$ cat config.mk
export PLATFORM = sky130hd
export DESIGN_NAME = dmem_port_arbiter_flat
export DESIGN_NICKNAME = d
export VERILOG_FILES = /design/src/rtl/dmem_port_arbiter_if.sv /design/src/rtl/dmem_port_arbiter.sv /design/src/flat_wrapper.sv
export SDC_FILE = /design/constraint.sdc
export NUM_CORES = 1
export LEC_CHECK = 0
export ABC_AREA = 1
export CAP_MARGIN = 15
export CORE_UTILIZATION = 33
export DETAILED_ROUTE_END_ITERATION = 8
export PLACE_DENSITY_LB_ADDON = 0.12
export SLEW_MARGIN = 0
export SYNTH_ARGS = -nofsm -noshare
export SYNTH_HDL_FRONTEND = slang
export SYNTH_SLANG_ARGS = --single-unit
$ cat constraint.sdc
create_clock -name clock -period 1.7 [get_ports clock]
set_input_delay 0.51 -clock clock [delete_from_list [all_inputs] [get_ports clock]]
set_output_delay 0.51 -clock clock [all_outputs]
set_load 0.05 [all_outputs]
$ cat src/rtl/dmem_port_arbiter_if.sv
// dmem_port_arbiter_if: one requester port (request, write data, grant, read return) of the data-memory arbiter
interface dmem_port_arbiter_if #(
  parameter int AW = 8,
  parameter int DW = 32
);
  logic          req;
  logic          we;
  logic [AW-1:0] addr;
  logic [DW-1:0] wdata;
  logic          gnt;
  logic          rvalid;
  logic [DW-1:0] rdata;
  modport master (output req, we, addr, wdata, input gnt, rvalid, rdata);
  modport slave (input req, we, addr, wdata, output gnt, rvalid, rdata);
endinterface

$ cat src/rtl/dmem_port_arbiter.sv
// dmem_port_arbiter: shares one data memory between CPU (m0) and aux master (m1), fixed-latency tagged read return
// Define DMEM_ARB_FIXED_PRIO_EN for fixed M0 priority; default build is round-robin.
module dmem_port_arbiter #(
  parameter int AW     = 8,
  parameter int DW     = 32,
  parameter int RD_LAT = 1
) (
  input  logic          clock,
  input  logic          reset,
  dmem_port_arbiter_if.slave m0,
  dmem_port_arbiter_if.slave m1,
  output logic          mem_en,
  output logic          mem_we,
  output logic [AW-1:0] mem_addr,
  output logic [DW-1:0] mem_wdata,
  input  logic [DW-1:0] mem_rdata
);
  logic              g0, g1;
  logic [RD_LAT:0]   vld_q, id_q;
  logic [DW-1:0]     rdata0_q, rdata1_q;
`ifdef DMEM_ARB_FIXED_PRIO_EN
  always_comb begin
    g0 = ~reset & m0.req;
    g1 = ~reset & m1.req & ~m0.req;
  end
`else
  logic rr_q, rr_d;
  // rr_q = 1 when M1 was granted last; reset makes M1 win the first tie
  always_comb begin
    g0   = ~reset & m0.req & (~m1.req | rr_q);
    g1   = ~reset & m1.req & (~m0.req | ~rr_q);
    rr_d = (g0 | g1) ? g1 : rr_q;
  end
  always_ff @(posedge clock) rr_q <= reset ? 1'b0 : rr_d;
`endif
  always_comb begin
    mem_en    = g0 | g1;
    mem_we    = g0 ? m0.we : g1 ? m1.we : 1'b0;
    mem_addr  = g0 ? m0.addr : g1 ? m1.addr : '0;
    mem_wdata = g0 ? m0.wdata : g1 ? m1.wdata : '0;
  end
  // stage RD_LAT-1 is visible while memory presents data; stage RD_LAT drives rvalid
  always_ff @(posedge clock) begin
    if (reset) begin
      vld_q    <= '0;
      id_q     <= '0;
      rdata0_q <= '0;
      rdata1_q <= '0;
    end else begin
      vld_q <= {vld_q[RD_LAT-1:0], mem_en & ~mem_we};
      id_q  <= {id_q[RD_LAT-1:0], g1};
      if (vld_q[RD_LAT-1] & ~id_q[RD_LAT-1]) rdata0_q <= mem_rdata;
      if (vld_q[RD_LAT-1] & id_q[RD_LAT-1]) rdata1_q <= mem_rdata;
    end
  end
  assign m0.gnt    = g0;
  assign m1.gnt    = g1;
  assign m0.rvalid = vld_q[RD_LAT] & ~id_q[RD_LAT];
  assign m1.rvalid = vld_q[RD_LAT] & id_q[RD_LAT];
  assign m0.rdata  = rdata0_q;
  assign m1.rdata  = rdata1_q;
endmodule

$ cat src/flat_wrapper.sv
// flat-port wrapper written by rule: the top's interface ports become plain ports
module dmem_port_arbiter_flat 
#(
  parameter int AW     = 8,
  parameter int DW     = 32,
  parameter int RD_LAT = 1
)
  (clock, reset, mem_en, mem_we, mem_addr, mem_wdata, mem_rdata, m0_req, m0_we, m0_addr, m0_wdata, m0_gnt, m0_rvalid, m0_rdata, m1_req, m1_we, m1_addr, m1_wdata, m1_gnt, m1_rvalid, m1_rdata);
  dmem_port_arbiter_if #(.AW(AW), .DW(DW)) m0_i ();
  dmem_port_arbiter_if #(.AW(AW), .DW(DW)) m1_i ();
  input  logic clock;
  input  logic reset;
  output logic mem_en;
  output logic mem_we;
  output logic [AW-1:0] mem_addr;
  output logic [DW-1:0] mem_wdata;
  input  logic [DW-1:0] mem_rdata;
  input wire logic [$bits(m0_i.req)-1:0] m0_req;
  input wire logic [$bits(m0_i.we)-1:0] m0_we;
  input wire logic [$bits(m0_i.addr)-1:0] m0_addr;
  input wire logic [$bits(m0_i.wdata)-1:0] m0_wdata;
  output wire logic [$bits(m0_i.gnt)-1:0] m0_gnt;
  output wire logic [$bits(m0_i.rvalid)-1:0] m0_rvalid;
  output wire logic [$bits(m0_i.rdata)-1:0] m0_rdata;
  input wire logic [$bits(m1_i.req)-1:0] m1_req;
  input wire logic [$bits(m1_i.we)-1:0] m1_we;
  input wire logic [$bits(m1_i.addr)-1:0] m1_addr;
  input wire logic [$bits(m1_i.wdata)-1:0] m1_wdata;
  output wire logic [$bits(m1_i.gnt)-1:0] m1_gnt;
  output wire logic [$bits(m1_i.rvalid)-1:0] m1_rvalid;
  output wire logic [$bits(m1_i.rdata)-1:0] m1_rdata;
  assign m0_i.req = m0_req;
  assign m0_i.we = m0_we;
  assign m0_i.addr = m0_addr;
  assign m0_i.wdata = m0_wdata;
  assign m0_gnt = m0_i.gnt;
  assign m0_rvalid = m0_i.rvalid;
  assign m0_rdata = m0_i.rdata;
  assign m1_i.req = m1_req;
  assign m1_i.we = m1_we;
  assign m1_i.addr = m1_addr;
  assign m1_i.wdata = m1_wdata;
  assign m1_gnt = m1_i.gnt;
  assign m1_rvalid = m1_i.rvalid;
  assign m1_rdata = m1_i.rdata;
  dmem_port_arbiter #(.AW(AW), .DW(DW), .RD_LAT(RD_LAT)) u_core (.clock(clock), .reset(reset), .m0(m0_i), .m1(m1_i), .mem_en(mem_en), .mem_we(mem_we), .mem_addr(mem_addr), .mem_wdata(mem_wdata), .mem_rdata(mem_rdata));
endmodule
==> impl_metrics.prom <==
# TYPE chip_impl_metric gauge
chip_impl_metric{name="viasPerCell",unit=""} 5.46
chip_impl_metric{name="die_width",unit="µm"} 96.1
chip_impl_metric{name="yosys.area_share.simple",unit="%"} 34.3
chip_impl_metric{name="grt.overflow.total",unit=""} 0
chip_impl_metric{name="via_count",unit=""} 4322
chip_impl_metric{name="fin_crit_sh",unit="%"} 123
chip_impl_info{name="synth_commonest_cells",value="sky130_fd_sc_hd__nor2_1, sky130_fd_sc_hd__nand2_1, sky130_fd_sc_hd__dfxtp_1"} 1
chip_impl_metric{name="number_of_global_route_vias_before_repair",unit=""} 4351
chip_impl_metric{name="slew_viol_final",unit=""} 0
chip_impl_metric{name="fmax",unit="GHz"} 0.479
chip_impl_metric{name="synth.top_cell.area_share",unit="%"} 47.3
chip_impl_metric{name="max-clock-path-buffers",unit=""} 2
chip_impl_metric{name="hold_viol",unit=""} 0
chip_impl_metric{name="die_boundary_height",unit="µm"} 96.1
chip_impl_info{name="post-synth-top-area-cell",value="sky130_fd_sc_hd__dfxtp_1"} 1
chip_impl_metric{name="power.density_cell_area",unit="mW/mm²"} 751
chip_impl_metric{name="worst_ep_required_time",unit="ps"} 1190
chip_impl_metric{name="finalSetupViolations",unit=""} 44
chip_impl_metric{name="grt_antenna_before_repair",unit=""} 0
chip_impl_metric{name="route.detailed.drc",unit=""} 0
chip_impl_metric{name="synth_edf_count",unit=""} 0
chip_impl_metric{name="postSynthRegisterBits",unit=""} 69
chip_impl_metric{name="rows",unit=""} 33
chip_impl_metric{name="finalNetCount",unit=""} 799
chip_impl_metric{name="gr-usage-all-layers",unit="%"} 33.6
chip_impl_info{name="failing_checks",value="negative setup slack"} 1
chip_impl_info{name="setup.worst_path.end_class",value="primary output"} 1
chip_impl_metric{name="cts_buffer_count",unit=""} 9
chip_impl_metric{name="post_synth_xor_area_fraction",unit="%"} 0
chip_impl_metric{name="proportion_of_synthesized_area_in_mux_cells",unit="%"} 0
chip_impl_metric{name="layout-area-overhead-vs-synth",unit="%"} 162
chip_impl_metric{name="numClockSinks",unit=""} 69
chip_impl_metric{name="syn_inst",unit=""} 438
chip_impl_metric{name="core",unit="mm²"} 0.00838
chip_impl_metric{name="placement.io_buffers",unit=""} 227
chip_impl_metric{name="postRouteWirelength",unit="mm"} 18.1
chip_impl_metric{name="full_die_area",unit="mm²"} 0.00923
chip_impl_metric{name="ctsHtreeMaxLevel",unit=""} 3
chip_impl_metric{name="cp_arrival",unit="ps"} 1580
chip_impl_metric{name="synth_compound_gate_area_share",unit="%"} 11.5
chip_impl_metric{name="placed_area",unit="mm²"} 0.00673
chip_impl_info{name="synth.most_common_cell",value="sky130_fd_sc_hd__nor2_1"} 1
chip_impl_metric{name="num-fill-cells",unit=""} 301
chip_impl_metric{name="ys_async_sr_fraction",unit="%"} 0
chip_impl_metric{name="share_of_layout_cells_above_drive_strength_1",unit="%"} 39.2
chip_impl_metric{name="layout.area.seq",unit="mm²"} 0.00139
chip_impl_metric{name="multi_input_area",unit="mm²"} 0.00201
chip_impl_metric{name="synthAdderAreaFrac",unit="%"} 0
chip_impl_metric{name="pin_count",unit=""} 228
chip_impl_info{name="ys_top_cells_by_area",value="sky130_fd_sc_hd__dfxtp_1, sky130_fd_sc_hd__nor2_1, sky130_fd_sc_hd__nand2_1"} 1
chip_impl_metric{name="synth.cell_area",unit="mm²"} 0.00292
chip_impl_metric{name="total_leakage_power",unit="nW"} 3.35
chip_impl_info{name="main_combinational_cell_family_by_area_after_synthesis",value="simple AND/OR/NAND/NOR gates"} 1
chip_impl_metric{name="headroom_to_the_max_slew_limit",unit="%"} 58.1
chip_impl_info{name="rsz0062_at_grt",value="true"} 1
chip_impl_metric{name="stdcell_area",unit="mm²"} 0.00766
chip_impl_metric{name="yosysWarningCount",unit=""} 0
chip_impl_info{name="holdCritPathClass",value="in2reg"} 1
chip_impl_metric{name="grt_first_pass_wirelength",unit="mm"} 22.7
chip_impl_info{name="synth_ff_type",value="sky130_fd_sc_hd__dfxtp_1"} 1
chip_impl_info{name="tritoncts",value="done"} 1
chip_impl_metric{name="grt_start_max_net_pins",unit=""} 64
chip_impl_metric{name="postRouteAntennaNets",unit=""} 0
chip_impl_metric{name="synth.net_count",unit=""} 556
chip_impl_info{name="run_status",value="finished with violations"} 1
chip_impl_metric{name="detailedRoute.firstPassIterationCount",unit=""} 4
chip_impl_info{name="criticalPathCategory",value="reg2out"} 1
chip_impl_metric{name="syn_area_per_cell",unit="µm²"} 6.67
chip_impl_metric{name="clk_pin_slew",unit="ps"} 80
chip_impl_metric{name="report.power.total",unit="W"} 0.00576
chip_impl_metric{name="finalWorstSetupSlack",unit="ps"} -387
chip_impl_metric{name="synth_cell_types",unit=""} 18
chip_impl_metric{name="routedWlPerCell",unit="µm"} 22.9
chip_impl_metric{name="cts-hold-fix-buffers",unit=""} 0
chip_impl_metric{name="synth_sequential_area_ratio",unit="%"} 47.3
chip_impl_metric{name="critical_path_peak_fanout",unit=""} 8
chip_impl_metric{name="finalWeightedCongestion",unit=""} 0.767
chip_impl_metric{name="clock_latency",unit="ps"} 340
chip_impl_metric{name="detailed_place_hpwl",unit="mm"} 9.48
chip_impl_metric{name="min_period",unit="ps"} 2090
chip_impl_metric{name="irDropWorstVdd",unit="µV"} 553
chip_impl_info{name="clock-root-buffer",value="sky130_fd_sc_hd__clkbuf_8"} 1
chip_impl_metric{name="dr.first_iter.drc_count",unit=""} 201
chip_impl_info{name="crit_path_start_kind",value="flop"} 1
chip_impl_metric{name="timing.clock.skew",unit="ps"} 9.86
chip_impl_metric{name="start_util",unit="%"} 34.8
chip_impl_metric{name="insertedDiodeCount",unit=""} 0
chip_impl_metric{name="timing.max_cap.violations",unit=""} 0
chip_impl_metric{name="tightestPinTransition",unit="ps"} 627
kinds of logic after synthesis:
logic type,count (synthesis)
buffers and inverters,40
AO/OA/AOI/OAI,66
AND/OR/NAND/NOR,263
flip-flops,69
sequential cells by signal, indices dropped and copies added, names as in the netlist:
register / count
u_core.m0.rdata: 32
u_core.m1.rdata: 32
u_core.id_q: 2
u_core.vld_q: 2
u_core.rr_q: 1
final cells by class:
| class | count | share of cell area, % |
|---|---|---|
| sequential | 69 | 18.1 |
| clock buffer | 10 | 1.67 |
| clock inverter | 6 | 1.22 |
| multi-input combinational | 329 | 26.2 |
| inverter | 13 | 0.866 |
| timing repair buffer | 259 | 50.3 |
| tap | 105 | 1.71 |
critical path: stages (launching register included):
cell,delay (ps)
sky130_fd_sc_hd__dfxtp_4,370
sky130_fd_sc_hd__nand2_4,90
sky130_fd_sc_hd__nand3_4,110
sky130_fd_sc_hd__inv_8,120
sky130_fd_sc_hd__clkbuf_16,170
sky130_fd_sc_hd__nand2_2,110
sky130_fd_sc_hd__nand2_4,120
sky130_fd_sc_hd__buf_12,140
routing by layer:
| layer | GRT usage, % | part of all wire (%) | vias up | wire, µm |
|---|---|---|---|---|
| met4 | 22.3 | 8.4 | 0 | 1520 |
| met3 | 8.45 | 8.5 | 103 | 1540 |
| met1 | 32.3 | 32 | 2048 | 5770 |
| li1 | - | - | 1848 | - |
| met2 | 62.9 | 51 | 323 | 9300 |
| met5 | 0 | 0 | - | 0 |
cell usage in the layout (no fill, tap or decap):
cell                              count
sky130_fd_sc_hd__nand2_2             18
sky130_fd_sc_hd__nand2_8              1
sky130_fd_sc_hd__buf_2                1
sky130_fd_sc_hd__dlygate4sd2_1        2
sky130_fd_sc_hd__clkinvlp_4           1
sky130_fd_sc_hd__o211a_1              1
sky130_fd_sc_hd__buf_6                3
sky130_fd_sc_hd__inv_4                2
sky130_fd_sc_hd__inv_8                1
sky130_fd_sc_hd__nand2_4             79
sky130_fd_sc_hd__nor2_4               1
sky130_fd_sc_hd__buf_4               15
sky130_fd_sc_hd__bufinv_16            2
sky130_fd_sc_hd__o21ai_1             16
sky130_fd_sc_hd__nand2_1             29
sky130_fd_sc_hd__nand3_4              1
sky130_fd_sc_hd__clkinv_4             1
sky130_fd_sc_hd__nor2_1             132
sky130_fd_sc_hd__buf_12             119
sky130_fd_sc_hd__dfxtp_1             68
sky130_fd_sc_hd__inv_1                6
sky130_fd_sc_hd__buf_16               5
sky130_fd_sc_hd__clkbuf_16            1
sky130_fd_sc_hd__clkdlybuf4s50_1    112
sky130_fd_sc_hd__clkbuf_1             1
sky130_fd_sc_hd__clkbuf_8             9
sky130_fd_sc_hd__buf_8                1
sky130_fd_sc_hd__inv_2                3
sky130_fd_sc_hd__nand3_2              1
sky130_fd_sc_hd__dfxtp_4              1
sky130_fd_sc_hd__nand4_1              1
sky130_fd_sc_hd__inv_6                3
sky130_fd_sc_hd__o21ai_0             49
what timing repair did:
item | 4_1_cts | 5_1_grt
buffers inserted | 11 | 2
cloned | 6 | 1
endpoints found under the setup margin | 54 | 44
resized for setup | 101 | 42
pin swaps | 15 | 4
hold endpoints to repair | 0 | 0
stage by stage:
step	TNS [ps]	std cells	hold WS, ps	utilization, %	setup slack [ps]
after floorplan	-76.0	438	439	-	-28.0
after global placement	-41570	757	451	80.3	-640
after detailed placement	-45250	757	459	80.3	-672
after CTS	-12680	788	447	89.0	-321
after global routing	-16220	791	484	91.4	-422
final	-14750	791	485	91.4	-387
path summary, 6_finish.rpt:
| kind | cells after the start | end | from | slack, ps |
|---|---|---|---|---|
| setup / recovery | 7 | mem_wdata[26] | u_core.rr_q | -390 |
| hold / removal | 3 | u_core.rr_q | m0_req | 480 |
| setup reg to reg | 4 | u_core.m0.rdata[8] | u_core.vld_q[0] | 50 |
| hold reg to reg | 2 | u_core.m0.rdata[28] | u_core.m0.rdata[28] | 530 |
where the power goes:
part / internal (W) / switching (W)
combinational: 0.00113 / 0.00125
sequential: 0.00172 / 0.000122
clock: 0.000841 / 0.000693
Power figures use the tool's default switching activity.
